<file path="src/rtl/ysyx_23060184_lsu.sv">
// ysyx_23060184_lsu: load/store unit between execute and writeback.
// Takes one decoded memory op at a time, issues a single word-aligned
// request on the data-memory port, waits for the response, and returns
// sign/zero-extended load data (or zero for stores) with an error flag.

`ifndef ROPCODE_LENGTH
`define ROPCODE_LENGTH 3
`endif
`ifndef WMASK_LENGTH
`define WMASK_LENGTH 2
`endif

module ysyx_23060184_lsu #(
  parameter int TIMEOUT_CYCLES = 255
) (
  input  logic                       clk,
  input  logic                       rstn,
  input  logic                       in_valid,
  output logic                       in_ready,
  input  logic [31:0]                addr,
  input  logic [31:0]                wdata,
  input  logic                       MemRead,
  input  logic                       MemWrite,
  input  logic [`ROPCODE_LENGTH-1:0] Ropcode,
  input  logic [`WMASK_LENGTH-1:0]   Wmask,
  output logic                       mem_req_valid,
  input  logic                       mem_req_ready,
  output logic                       mem_we,
  output logic [31:0]                mem_addr,
  output logic [31:0]                mem_wdata,
  output logic [3:0]                 mem_wstrb,
  input  logic                       mem_resp_valid,
  input  logic [31:0]                mem_rdata,
  input  logic                       mem_resp_err,
  output logic                       out_valid,
  input  logic                       out_ready,
  output logic [31:0]                rdata,
  output logic                       err
);

  localparam int RW = `ROPCODE_LENGTH;
  localparam int MW = `WMASK_LENGTH;

  // Load kinds (Ropcode) and store kinds (Wmask) as decoded by the control unit
  localparam logic [RW-1:0] READ_WORD  = RW'(1);
  localparam logic [RW-1:0] READ_HALF  = RW'(2);
  localparam logic [RW-1:0] READ_BYTE  = RW'(3);
  localparam logic [RW-1:0] READ_HALFU = RW'(4);
  localparam logic [RW-1:0] READ_BYTEU = RW'(5);

  localparam logic [MW-1:0] WRITE_WORD = MW'(1);
  localparam logic [MW-1:0] WRITE_HALF = MW'(2);
  localparam logic [MW-1:0] WRITE_BYTE = MW'(3);

  localparam logic [1:0] IDLE = 2'd0;
  localparam logic [1:0] REQ  = 2'd1;
  localparam logic [1:0] RESP = 2'd2;
  localparam logic [1:0] DONE = 2'd3;

  localparam logic [1:0] SZ_WORD = 2'd0;
  localparam logic [1:0] SZ_HALF = 2'd1;
  localparam logic [1:0] SZ_BYTE = 2'd2;

  // A zero limit disables the watchdog entirely
  localparam bit          TO_EN   = (TIMEOUT_CYCLES != 0);
  localparam logic [31:0] TO_LAST = TO_EN ? 32'(TIMEOUT_CYCLES - 1) : 32'd0;

  // Access size of a load; unknown kinds fall back to a full word
  function automatic logic [1:0] load_size(input logic [RW-1:0] ro);
    case (ro)
      READ_HALF, READ_HALFU: return SZ_HALF;
      READ_BYTE, READ_BYTEU: return SZ_BYTE;
      default:               return SZ_WORD;
    endcase
  endfunction

  // Access size of a store; zero and unknown kinds mean a full word
  function automatic logic [1:0] store_size(input logic [MW-1:0] wm);
    case (wm)
      WRITE_HALF: return SZ_HALF;
      WRITE_BYTE: return SZ_BYTE;
      WRITE_WORD: return SZ_WORD;
      default:    return SZ_WORD;
    endcase
  endfunction

  // Word accesses need offset 0, halfword accesses need an even offset
  function automatic logic misaligned(input logic [1:0] sz, input logic [1:0] off);
    case (sz)
      SZ_WORD: return (off != 2'b00);
      SZ_HALF: return off[0];
      default: return 1'b0;
    endcase
  endfunction

  // Byte-lane strobes for a store of the given size at the given offset
  function automatic logic [3:0] byte_strb(input logic [1:0] sz, input logic [1:0] off);
    case (sz)
      SZ_WORD: return 4'b1111;
      SZ_HALF: return 4'b0011 << off;
      default: return 4'b0001 << off;
    endcase
  endfunction

  // Right-align the addressed lanes of the read word, then extend per load kind
  function automatic logic [31:0] load_extend(input logic [RW-1:0] ro,
                                              input logic [31:0]   word,
                                              input logic [1:0]    off);
    logic [31:0] w;
    w = word >> {off, 3'b000};
    case (ro)
      READ_BYTE:  return {{24{w[7]}}, w[7:0]};
      READ_BYTEU: return {24'd0, w[7:0]};
      READ_HALF:  return {{16{w[15]}}, w[15:0]};
      READ_HALFU: return {16'd0, w[15:0]};
      default:    return w;
    endcase
  endfunction

  logic [1:0]    state;
  logic [31:0]   tcnt;
  logic [1:0]    off_q;
  logic [RW-1:0] ropc_q;
  logic          store_q;

  logic          is_store;
  logic          is_load;
  logic [RW-1:0] ropc_eff;
  logic [1:0]    size_in;
  logic          mis_in;
  logic          to_hit;

  assign in_ready = rstn && (state == IDLE);
  assign to_hit   = TO_EN && (tcnt == TO_LAST);

  // Classify the incoming op: store wins over load, neither means no-op
  always_comb begin
    is_store = MemWrite;
    is_load  = !MemWrite && MemRead;
    ropc_eff = (Ropcode == '0) ? READ_WORD : Ropcode;
    size_in  = is_store ? store_size(Wmask) : load_size(ropc_eff);
    mis_in   = (is_store || is_load) && misaligned(size_in, addr[1:0]);
  end

  // Remember what the response handler needs to shape load data
  always_ff @(posedge clk) begin
    if (state == IDLE && in_valid) begin
      off_q   <= addr[1:0];
      ropc_q  <= ropc_eff;
      store_q <= is_store;
    end
  end

  // Transaction FSM: accept, request, await response, hold result
  always_ff @(posedge clk or negedge rstn) begin
    if (!rstn) begin
      state         <= IDLE;
      tcnt          <= '0;
      mem_req_valid <= 1'b0;
      mem_we        <= 1'b0;
      mem_addr      <= '0;
      mem_wdata     <= '0;
      mem_wstrb     <= '0;
      out_valid     <= 1'b0;
      rdata         <= '0;
      err           <= 1'b0;
    end else begin
      case (state)
        IDLE: begin
          if (in_valid) begin
            tcnt <= '0;
            if (!is_store && !is_load) begin
              state     <= DONE;
              out_valid <= 1'b1;
              rdata     <= '0;
              err       <= 1'b0;
            end else if (mis_in) begin
              state     <= DONE;
              out_valid <= 1'b1;
              rdata     <= '0;
              err       <= 1'b1;
            end else begin
              state         <= REQ;
              mem_req_valid <= 1'b1;
              mem_we        <= is_store;
              mem_addr      <= {addr[31:2], 2'b00};
              mem_wstrb     <= is_store ? byte_strb(size_in, addr[1:0]) : 4'b0000;
              mem_wdata     <= wdata << {addr[1:0], 3'b000};
            end
          end
        end
        REQ: begin
          tcnt <= tcnt + 32'd1;
          if (to_hit) begin
            mem_req_valid <= 1'b0;
            state         <= DONE;
            out_valid     <= 1'b1;
            rdata         <= '0;
            err           <= 1'b1;
          end else if (mem_req_ready) begin
            mem_req_valid <= 1'b0;
            state         <= RESP;
          end
        end
        RESP: begin
          tcnt <= tcnt + 32'd1;
          if (mem_resp_valid) begin
            state     <= DONE;
            out_valid <= 1'b1;
            rdata     <= store_q ? 32'd0 : load_extend(ropc_q, mem_rdata, off_q);
            err       <= mem_resp_err;
          end else if (to_hit) begin
            state     <= DONE;
            out_valid <= 1'b1;
            rdata     <= '0;
            err       <= 1'b1;
          end
        end
        default: begin
          if (out_ready) begin
            out_valid <= 1'b0;
            state     <= IDLE;
          end
        end
      endcase
    end
  end

endmodule

</file>
<file path="config.mk">
export PLATFORM = sky130hd
export DESIGN_NAME = ysyx_23060184_lsu
export DESIGN_NICKNAME = d
export VERILOG_FILES = /design/src/rtl/ysyx_23060184_lsu.sv
export SDC_FILE = /design/constraint.sdc
export NUM_CORES = 1
export LEC_CHECK = 0
export ABC_AREA = 1
export CAP_MARGIN = 10
export CORE_UTILIZATION = 30
export CTS_BUF_LIST = sky130_fd_sc_hd__clkbuf_2
export CTS_CLUSTER_SIZE = 8
export DETAILED_ROUTE_END_ITERATION = 8
export GPL_ROUTABILITY_DRIVEN = 0
export PLACE_DENSITY_LB_ADDON = 0.12
export SLEW_MARGIN = 15
export SYNTH_ARGS = -nofsm -noshare
export SYNTH_HDL_FRONTEND = slang
export SYNTH_SLANG_ARGS = --single-unit
</file>
<file path="constraint.sdc">
create_clock -name clk -period 2.2 [get_ports clk]
set_input_delay 0.44 -clock clk [delete_from_list [all_inputs] [get_ports clk]]
set_output_delay 0.44 -clock clk [all_outputs]
set_load 0.1 [all_outputs]
</file>
======== Word-level counts from Yosys, hierarchy flattened ========
Index checks and enable logic that the tools add are counted.
Widths: inputs -> output; s select.
cells by class
  add/sub/neg operators ................... 1
  muxes and demuxes ....................... 44
  shift operators ......................... 4
  eq/ne operators ......................... 20
  reductions and logical operators ........ 25
  bitwise gates (word level) .............. 2
operator list
  kind                   number
  $mux 32                7
  $pmux 32 s4            1
  $pmux 32 s3            1
  $pmux 32 s2            1
  $add 32x1->32 const B  1
  $eq 32x8->1 const B    1
  $shl 32x5->32          1
  $shr 32x5->32          1
  $mux 2                 9
  $mux 1                 15
  $eq 3x2->1 const B     4
  $eq 3x3->1 const B     4
  $pmux 2 s2             2
  $pmux 4 s2             1
  $reduce_and 4->1       2
  $eq 2x2->1 const B     3
  $ne 2x2->1 const B     3
  $ne 3x3->1 const B     2
  $pmux 1 s3             2
  $pmux 2 s3             1
  $reduce_and 3->1       2
  $reduce_bool 2->1      3
  $reduce_or 2->1        3
  $logic_and 1x1->1      5
  other kinds (16)       21
word-level totals
  output and inout bits ................... 105
  bits in registers ....................... 142
  input port bits ......................... 110
  logic and storage cells ................. 109

======== Longest topological paths before layout ========
Gate-level depths: netlist (run 1).
  word-level depth ........................ 13
  gate-level depth with buffers ........... 14
  depth with buffers taken out ............ 13

======== Worst setup path before layout (run 1) ========
OpenSTA, ideal clock, no wires.
  path kind ............................... register to output
  start point ............................. register state[0]
  end point ............................... output in_ready
  required time ........................... 1.760 ns
  cell stages (with the launch flop) ...... 6
  data arrival time ....................... 1.396 ns
  buffers on the path ..................... 1
  slack ................................... 0.364 ns
  path through ............................ dfrtp_1 inv_1 ha_1 buf_2 nand2_1 inv_1
between the ends
  word-level cells in the longest chain between the ends .. 2
ends and longest elaborated chain
  element                   line  RTL
  start: declaration        120   logic [1:0] state;
  start signal: assignment  157   state <= IDLE;
  start signal: assignment  173   state <= DONE;
  start signal: assignment  178   state <= DONE;
  $logic_not 2->1           133   assign in_ready = rstn && (state == IDLE);
  $logic_and 1x1->1         133
  end: declaration          19    output logic in_ready,
Every way passes these cells.

======== Final worst setup path (run 1) ========
  start point ............................. register state[1]
  end point ............................... output in_ready
The elaborated chain is that of the path after synthesis.

==> metrics.yaml, run 1 <==
route:
  drt-total-wl_um: 28100
  drc: 0
  drtPass1Iterations: 5
  routedWlPerCell_um: 15.2
  drtAntennaViolNets: 0
  vias: 8800
  via_per_inst: 4.77
  drtIter0Drc: 572
clocking:
  ctsRootBufferMaster: "clkbuf_2"
  numCtsBuffers: 17
  cts_sinks: 142
  clock_path_buffers: 2
  clk_pin_slew_ps: 330
  clkLatencyLatePin_ps: 790
  cts_tree: "built"
  cts_max_level: 4
synth:
  synth_seq_cells: 142
  synth-simple-area-share_pct: 40.0
  synth_compound_area_share_pct: 8.31
  async_flop_share_pct: 95.8
  synth_top_cell_by_area: "dfrtp_1"
  synth_cell_types: 41
  yosysSeqAreaShare_pct: 42.6
  syn_area_per_cell_um2: 6.85
  synth_top_family_by_area: "simple AND/OR/NAND/NOR gates"
  synth-main-ff-cell: "dfrtp_1"
  synth_edf_count: 6
  synthCells: 1228
  synthAdderAreaFrac_pct: 0.892
  synth_top_cell_area_share_pct: 40.5
  yosys-top-cells-area: "dfrtp_1 (40%), nand2_1 (22%), nand3_1 (8.0%)"
  synthMuxAreaShare_pct: 0.952
  syn_area_um2: 8410
  synthXorXnorAreaFrac_pct: 0.104
  yosys_warnings: 0
worst_hold_path:
  hp-class: "input pin to register"
power_and_ir_drop:
  p_sw_share_pct: 60.9
  power.total_uw: 15400
  intPower_uw: 6010
  vdd.ir_drop.worst_mv: 1.10
  p_sw_uw: 9370
  power.share.clock_pct: 10.4
  power_frac_seq_pct: 24.8
  combinationalPowerShare_pct: 64.8
  cellLeakagePower_uw: 0.00568
  p_per_area_nw_per_um2: 1370
global_route:
  first_global_vias: 8528
  grt_max_degree: 137
  grt_use_total_pct: 19.9
  grt_overflow: 0
  antenna_found_initial: 1
  grt_pass1_wl_um: 45200
setup_path:
  r2r_slack_ps: 170
  worstSetupEndpointType: "output pin"
  cp_max_fo: 3
  reg2reg_to: "tcnt[11]$_DFFE_PN0P_"
  r2r_start: "state[1]$_DFFE_PN0P_"
  required_ps: 1760
  endpoint: "in_ready"
  crit_start: "state[1]$_DFFE_PN0P_"
  arrival_ps: 1710
  critPathKind: "register to output pin"
  worstSetupStartpointType: "register"
  rr_worst_depth: 11
flow_run:
  cap_violations: 0
timing:
  period_minus_slack_ps: 2150
  max-slew-margin-rel_pct: 47.4
  tightest_slew_ps: 790
  finalHoldViolCount: 0
  fmaxAchievable_mhz: 466
  setup_viol: 0
  maxSlewViolCount: 0
  setup_ws_ps: 53.7
  period_share_pct: 97.6
  skew_ps: 74.2
  grt_setup_unrepaired: "yes"
  tns_ps: 0
floorplan:
  placementRows: 60
  die_y_um: 169
  die_w_um: 169
  initial_core_util_pct: 30.9
  die_area_um2: 28700
  ioPinCount: 215
  core_area_um2: 27300
final_layout:
  area_growth_pct: 33.7
  num-fill-cells: 2899
  finalNonFillerCells: 1844
  layout-drive-gt1-share_pct: 15.2
  fin_nets: 1573
placed_design:
  placedCellCount: 1803
  dp_hpwl_um: 20900
  io_buffer_count: 212
  pre_cts_slack_ps: -215
status:
  status: "finished clean"
==> cell families after synthesis <==
| group | count (synthesis) |
|---|---|
| AOI/OAI and AO/OA | 132 |
| xor gates and xnor gates | 1 |
| adders and majority gates | 6 |
| buffers and inverters | 143 |
| DFF | 142 |
| muxes | 8 |
| other | 1 |
| and+or+nand+nor | 795 |
==> routing by layer <==
metal  vias up  part of all wire (%)  wire (µm)  GRT usage, %
met4         0                  0.86        243          4.23
met3        20                   7.9       2220          5.83
met1      4057                    45      12700          26.5
met2       284                    46      12900          31.9
li1       4439                     -          -             -
met5         -                     0          0             0
==> layout by cell type, fill, tap and decap left out, types with 2 or more instances in the layout <==
cell type        instances
o31ai_1                  2
clkinv_1                 3
conb_1                   2
nor3_1                  14
a21oi_1                 25
edfxtp_1                 6
buf_12                   8
nand3_2                  4
o21ai_0                 78
inv_1                   70
ha_1                     5
dfrtp_1                136
nand3_1                135
nand4_1                 35
and2_1                   2
diode_2                  2
nor2_1                  89
nand2_2                  3
a31oi_1                 10
o21ai_1                 12
mux2i_1                  8
inv_2                   10
clkdlybuf4s50_1        108
inv_8                    4
nand2_1                496
nor2_2                   4
or2_2                    4
clkbuf_2                18
buf_4                  150
nor2_4                   2
inv_6                    7
nor4_1                   2
==> power by group through the flow <==
stage          logic [µW]  registers, µW  clock network (µW)
4_1_cts             10000           3830                1680
5_1_grt             10500           3910                1770
3_3_place_gp         9840           3870                   0
3_5_place_dp         9870           3860                   0
6_report             9960           3820                1600
2_1_floorplan        2440           8510                   0
==> worst max-delay path: stages, from the launching register on <==
cell,delay [ps]
dfrtp_1,450
inv_2,80
ha_4,160
nand2_2,50
inv_2,60
buf_12,170
==> per-stage QoR <==
stage	instance area (µm²)	util [%]	hold WS [ps]
floorplan	8420	-	144
global placement	10900	40.1	463
detailed placement	10900	40.1	468
CTS	11200	41.2	41.1
global route	11200	41.3	21.8
finish	11200	41.3	116
==> cell usage after synthesis, types with 2 or more instances <==
library cell	instances
nand3_1	135
nor4_1	2
clkbuf_1	28
nand2_1	497
a31oi_1	10
buf_2	19
nand3_2	4
inv_2	8
nor2_1	90
nand4_1	35
o21ai_1	12
ha_1	6
or2_2	4
edfxtp_1	6
buf_1	4
o21ai_0	78
buf_6	2
and2_1	2
dfrtp_1	136
nand2_2	2
nor2_2	4
buf_4	6
a21oi_1	25
inv_1	73
o31ai_1	2
nor3_1	14
mux2i_1	8
clkinv_1	3
==> state kept, by name, indices dropped and copies added, names as in the netlist, 2 cells and up <==
register   flops
rdata         32
off_q          2
mem_wdata     32
state          2
mem_wstrb      4
mem_addr      30
ropc_q         3
tcnt          32
==> final cells by class <==
| class | instances | area, µm² | share of cell area [%] |
|---|---|---|---|
| clock buffers | 18 | 90.1 | 0.801 |
| repair buffers | 268 | 2390 | 21.2 |
| multi-input cells | 944 | 4260 | 37.9 |
| well taps | 372 | 465 | 4.14 |
| flip-flops and latches | 142 | 3580 | 31.9 |
| clock inverters | 14 | 139 | 1.24 |
| inverters | 84 | 317 | 2.82 |
| diodes | 2 | 5.00 | 0.0445 |
==> how the worst min path moves through the flow <==
stage	from	to	depth (start not counted)	slack, ps
floorplan	rstn	err$_DFFE_PN0P_	0	140
global placement	mem_req_valid$_DFFE_PN0P_	mem_req_valid$_DFFE_PN0P_	2	460
detailed placement	mem_req_valid$_DFFE_PN0P_	mem_req_valid$_DFFE_PN0P_	2	470
CTS	addr[31]	mem_addr[31]$_DFFE_PN0P_	3	40
global route	addr[30]	mem_addr[30]$_DFFE_PN0P_	3	20
finish	addr[25]	mem_addr[25]$_DFFE_PN0P_	3	120
==> what timing repair did <==
action / 4_1_cts / 5_1_grt
pin swaps: 1 / 1
endpoints found under the hold margin: 136 / 0
setup endpoints to repair: 1 / 1
hold buffers: 1 / 0
resized for setup: 7 / 3
setup buffers: 6 / 1
(Power assumes the default switching activity.)
==> inputs of run 2 (changes only) <==
CORE_UTILIZATION = 38   (was 30)
CTS_BUF_LIST = not set   (was sky130_fd_sc_hd__clkbuf_2)
==> metrics.yaml, run 2 (synthesized netlist as in run 1, its figures left out) <==
timing:
  period_share_pct: 94.0  # -3.5 points
  fmaxAchievable_mhz: 483  # +3.8%
  setup_viol: 0  # unchanged
  finalHoldViolCount: 0  # unchanged
  max-slew-margin-rel_pct: 47.3  # about the same
  tns_ps: 0  # unchanged
  period_minus_slack_ps: 2070  # -77.9 ps
  setup_ws_ps: 132  # +77.9 ps
  maxSlewViolCount: 0  # unchanged
  grt_setup_unrepaired: "no"
  tightest_slew_ps: 790  # +0.605 ps
  skew_ps: 12.4  # -61.9 ps
floorplan:
  core_area_um2: 21800  # -20%
  die_area_um2: 22700  # -21%
  die_w_um: 151  # -11%
  initial_core_util_pct: 38.7  # +7.8 points
  placementRows: 54  # -10%
  ioPinCount: 215  # unchanged
  die_y_um: 151  # -11%
placed_design:
  placedCellCount: 1705  # -5.4%
  dp_hpwl_um: 18900  # -9.3%
  io_buffer_count: 212  # unchanged
  placed_cell_area_um2: 10800  # -1.4%
  pre_cts_slack_ps: -171  # +44.1 ps
setup_path:
  cp_num_buf_inv: 4  # +1
  r2r_start: "state[1]$_DFFE_PN0P_"
  critPathKind: "register to output pin"
  r2r_slack_ps: 250  # +80 ps
  rr_worst_depth: 11  # unchanged
  critical-path-max-stage-delay_ps: 410  # -40 ps
  required_ps: 1760  # about the same
  cpLargestDelayFamily: "buffers and inverters"
  crit_top_cell: "inv_1"
  worstSetupEndpointType: "output pin"
  path_cells: "inv_1, ha_1, buf_4, nand2_1, inv_1, buf_12"
  worstSetupStartpointType: "register"
  cp_max_fo: 7  # +4
  slowest_stage: "dfrtp_1"
  arrival_ps: 1630  # -80 ps
  reg2reg_to: "tcnt[17]$_DFFE_PN0P_"
power_and_ir_drop:
  power.total_uw: 16600  # +7.7%
  p_per_area_nw_per_um2: 1450  # +6.2%
  vdd.ir_drop.worst_mv: 1.08  # -1.4%
  cellLeakagePower_uw: 0.00578  # +1.8%
global_route:
  antenna_found_initial: 0  # -1
  grt_pass1_wl_um: 41600  # -8.0%
  grt_max_degree: 137  # unchanged
  grt_use_total_pct: 23.4  # +3.5 points
  grt_overflow: 0  # unchanged
  first_global_vias: 8110  # -4.9%
final_layout:
  finalInstanceArea_um2: 11400  # +1.4%
  final_cell_mix: "nand2_1 (496), dfrtp_1 (136), buf_4 (136)"
  finalNonFillerCells: 1737  # -5.8%
  layout-drive-gt1-share_pct: 14.1  # -1.1 points
  final_common_cell: "nand2_1"
  top_regs: "mem_wdata: 32 flops, rdata: 32 flops, tcnt: 32 flops"
  diodes: 0  # -2
  area_growth_pct: 35.5
  fin_nets: 1560  # -0.83%
clocking:
  cts_max_level: 4  # unchanged
  clk_pin_slew_ps: 60  # -270 ps
  clock_path_buffers: 2  # unchanged
  cts_hold_buffers: 0  # -1
  cts_tree: "built"
  clkLatencyLatePin_ps: 420  # -370 ps
  cts_sinks: 142  # unchanged
  ctsResizeCount: 0  # -7
  post-cts-setup-buffers: 0  # -6
  numCtsBuffers: 17  # unchanged
  ctsRootBufferMaster: "clkbuf_16"
route:
  routedWlPerCell_um: 14.8  # -3.1%
  vias: 8654  # -1.7%
  drtPass1Iterations: 5  # unchanged
  drc: 0  # unchanged
  via_per_inst: 4.98  # +4.4%
  drtAntennaViolNets: 0  # unchanged
  drt-total-wl_um: 25700  # -8.7%
  drtIter0Drc: 489  # -15%
status:
  status: "finished clean"
worst_hold_path:
  hp-class: "input pin to async pin"
flow_run:
  cap_violations: 0  # unchanged
-- run 2: changes by cell type in the layout (fill, tap and decap cells not counted), moves of 2 or more --
cell,change
clkbuf_2,-18
inv_1,+3
diode_2,-2
inv_8,-4
bufinv_16,+3
buf_4,-14
clkbuf_16,+17
inv_2,-2
-- run 2: layout make-up --
type | count | area (µm²)
Multi-Input combinational cell | 944 | 4240
Clock inverter | 14 | 180
Timing Repair Buffer | 255 | 2300
Fill cell | 2198 | 10400
Tap cell | 280 | 350
Clock buffer | 18 | 429
Inverter | 84 | 315
Sequential cell | 142 | 3580
-- run 2: worst max-delay path by stage --
stage          slack (ps)                     to                 start  cells after the start
2_1_floorplan         360               in_ready  state[0]$_DFFE_PN0P_                      5
3_3_place_gp          -80  rdata[12]$_DFFE_PN0P_              MemWrite                     11
3_5_place_dp         -170  rdata[14]$_DFFE_PN0P_              MemWrite                      9
4_1_cts                90               in_ready  state[0]$_DFFE_PN0P_                      6
5_1_grt                10               in_ready  state[0]$_DFFE_PN0P_                      6
6_report              130               in_ready  state[1]$_DFFE_PN0P_                      6
-- run 2: power breakdown --
part	total [µW]	switching, µW	leakage [µW]	internal, µW
combinational	9670	7510	0.00362	2160
sequential	3840	490	0.00186	3350
clock	3050	1240	0.000293	1810
-- run 2: stage by stage --
stage | util [%] | hold slack, ps
finish | 52.4 | 125
floorplan | - | 144
global route | 52.4 | 203
detailed placement | 49.6 | 463
global placement | 49.6 | 464
CTS | 52.4 | 231
-- run 2: worst register-to-register path, cell delays in order, from the launching register on --
cell and delay (ps):
dfrtp_1 410, inv_1 100, ha_1 200, inv_2 70, o21ai_4 300, inv_2 100, nand3_1 160, nor2_2 90
inv_1 160, nor2_1 50, o21ai_0 140, nor2_1 50
-- run 2: per-layer routing --
layer  track usage [%]  share of wire, %  vias up
li1                  -                 -     4417
met4              5.60               1.1        0
met3              7.26               8.2       22
met5                 0                 0        -
met2              36.6                46      268
met1              31.4                45     3947
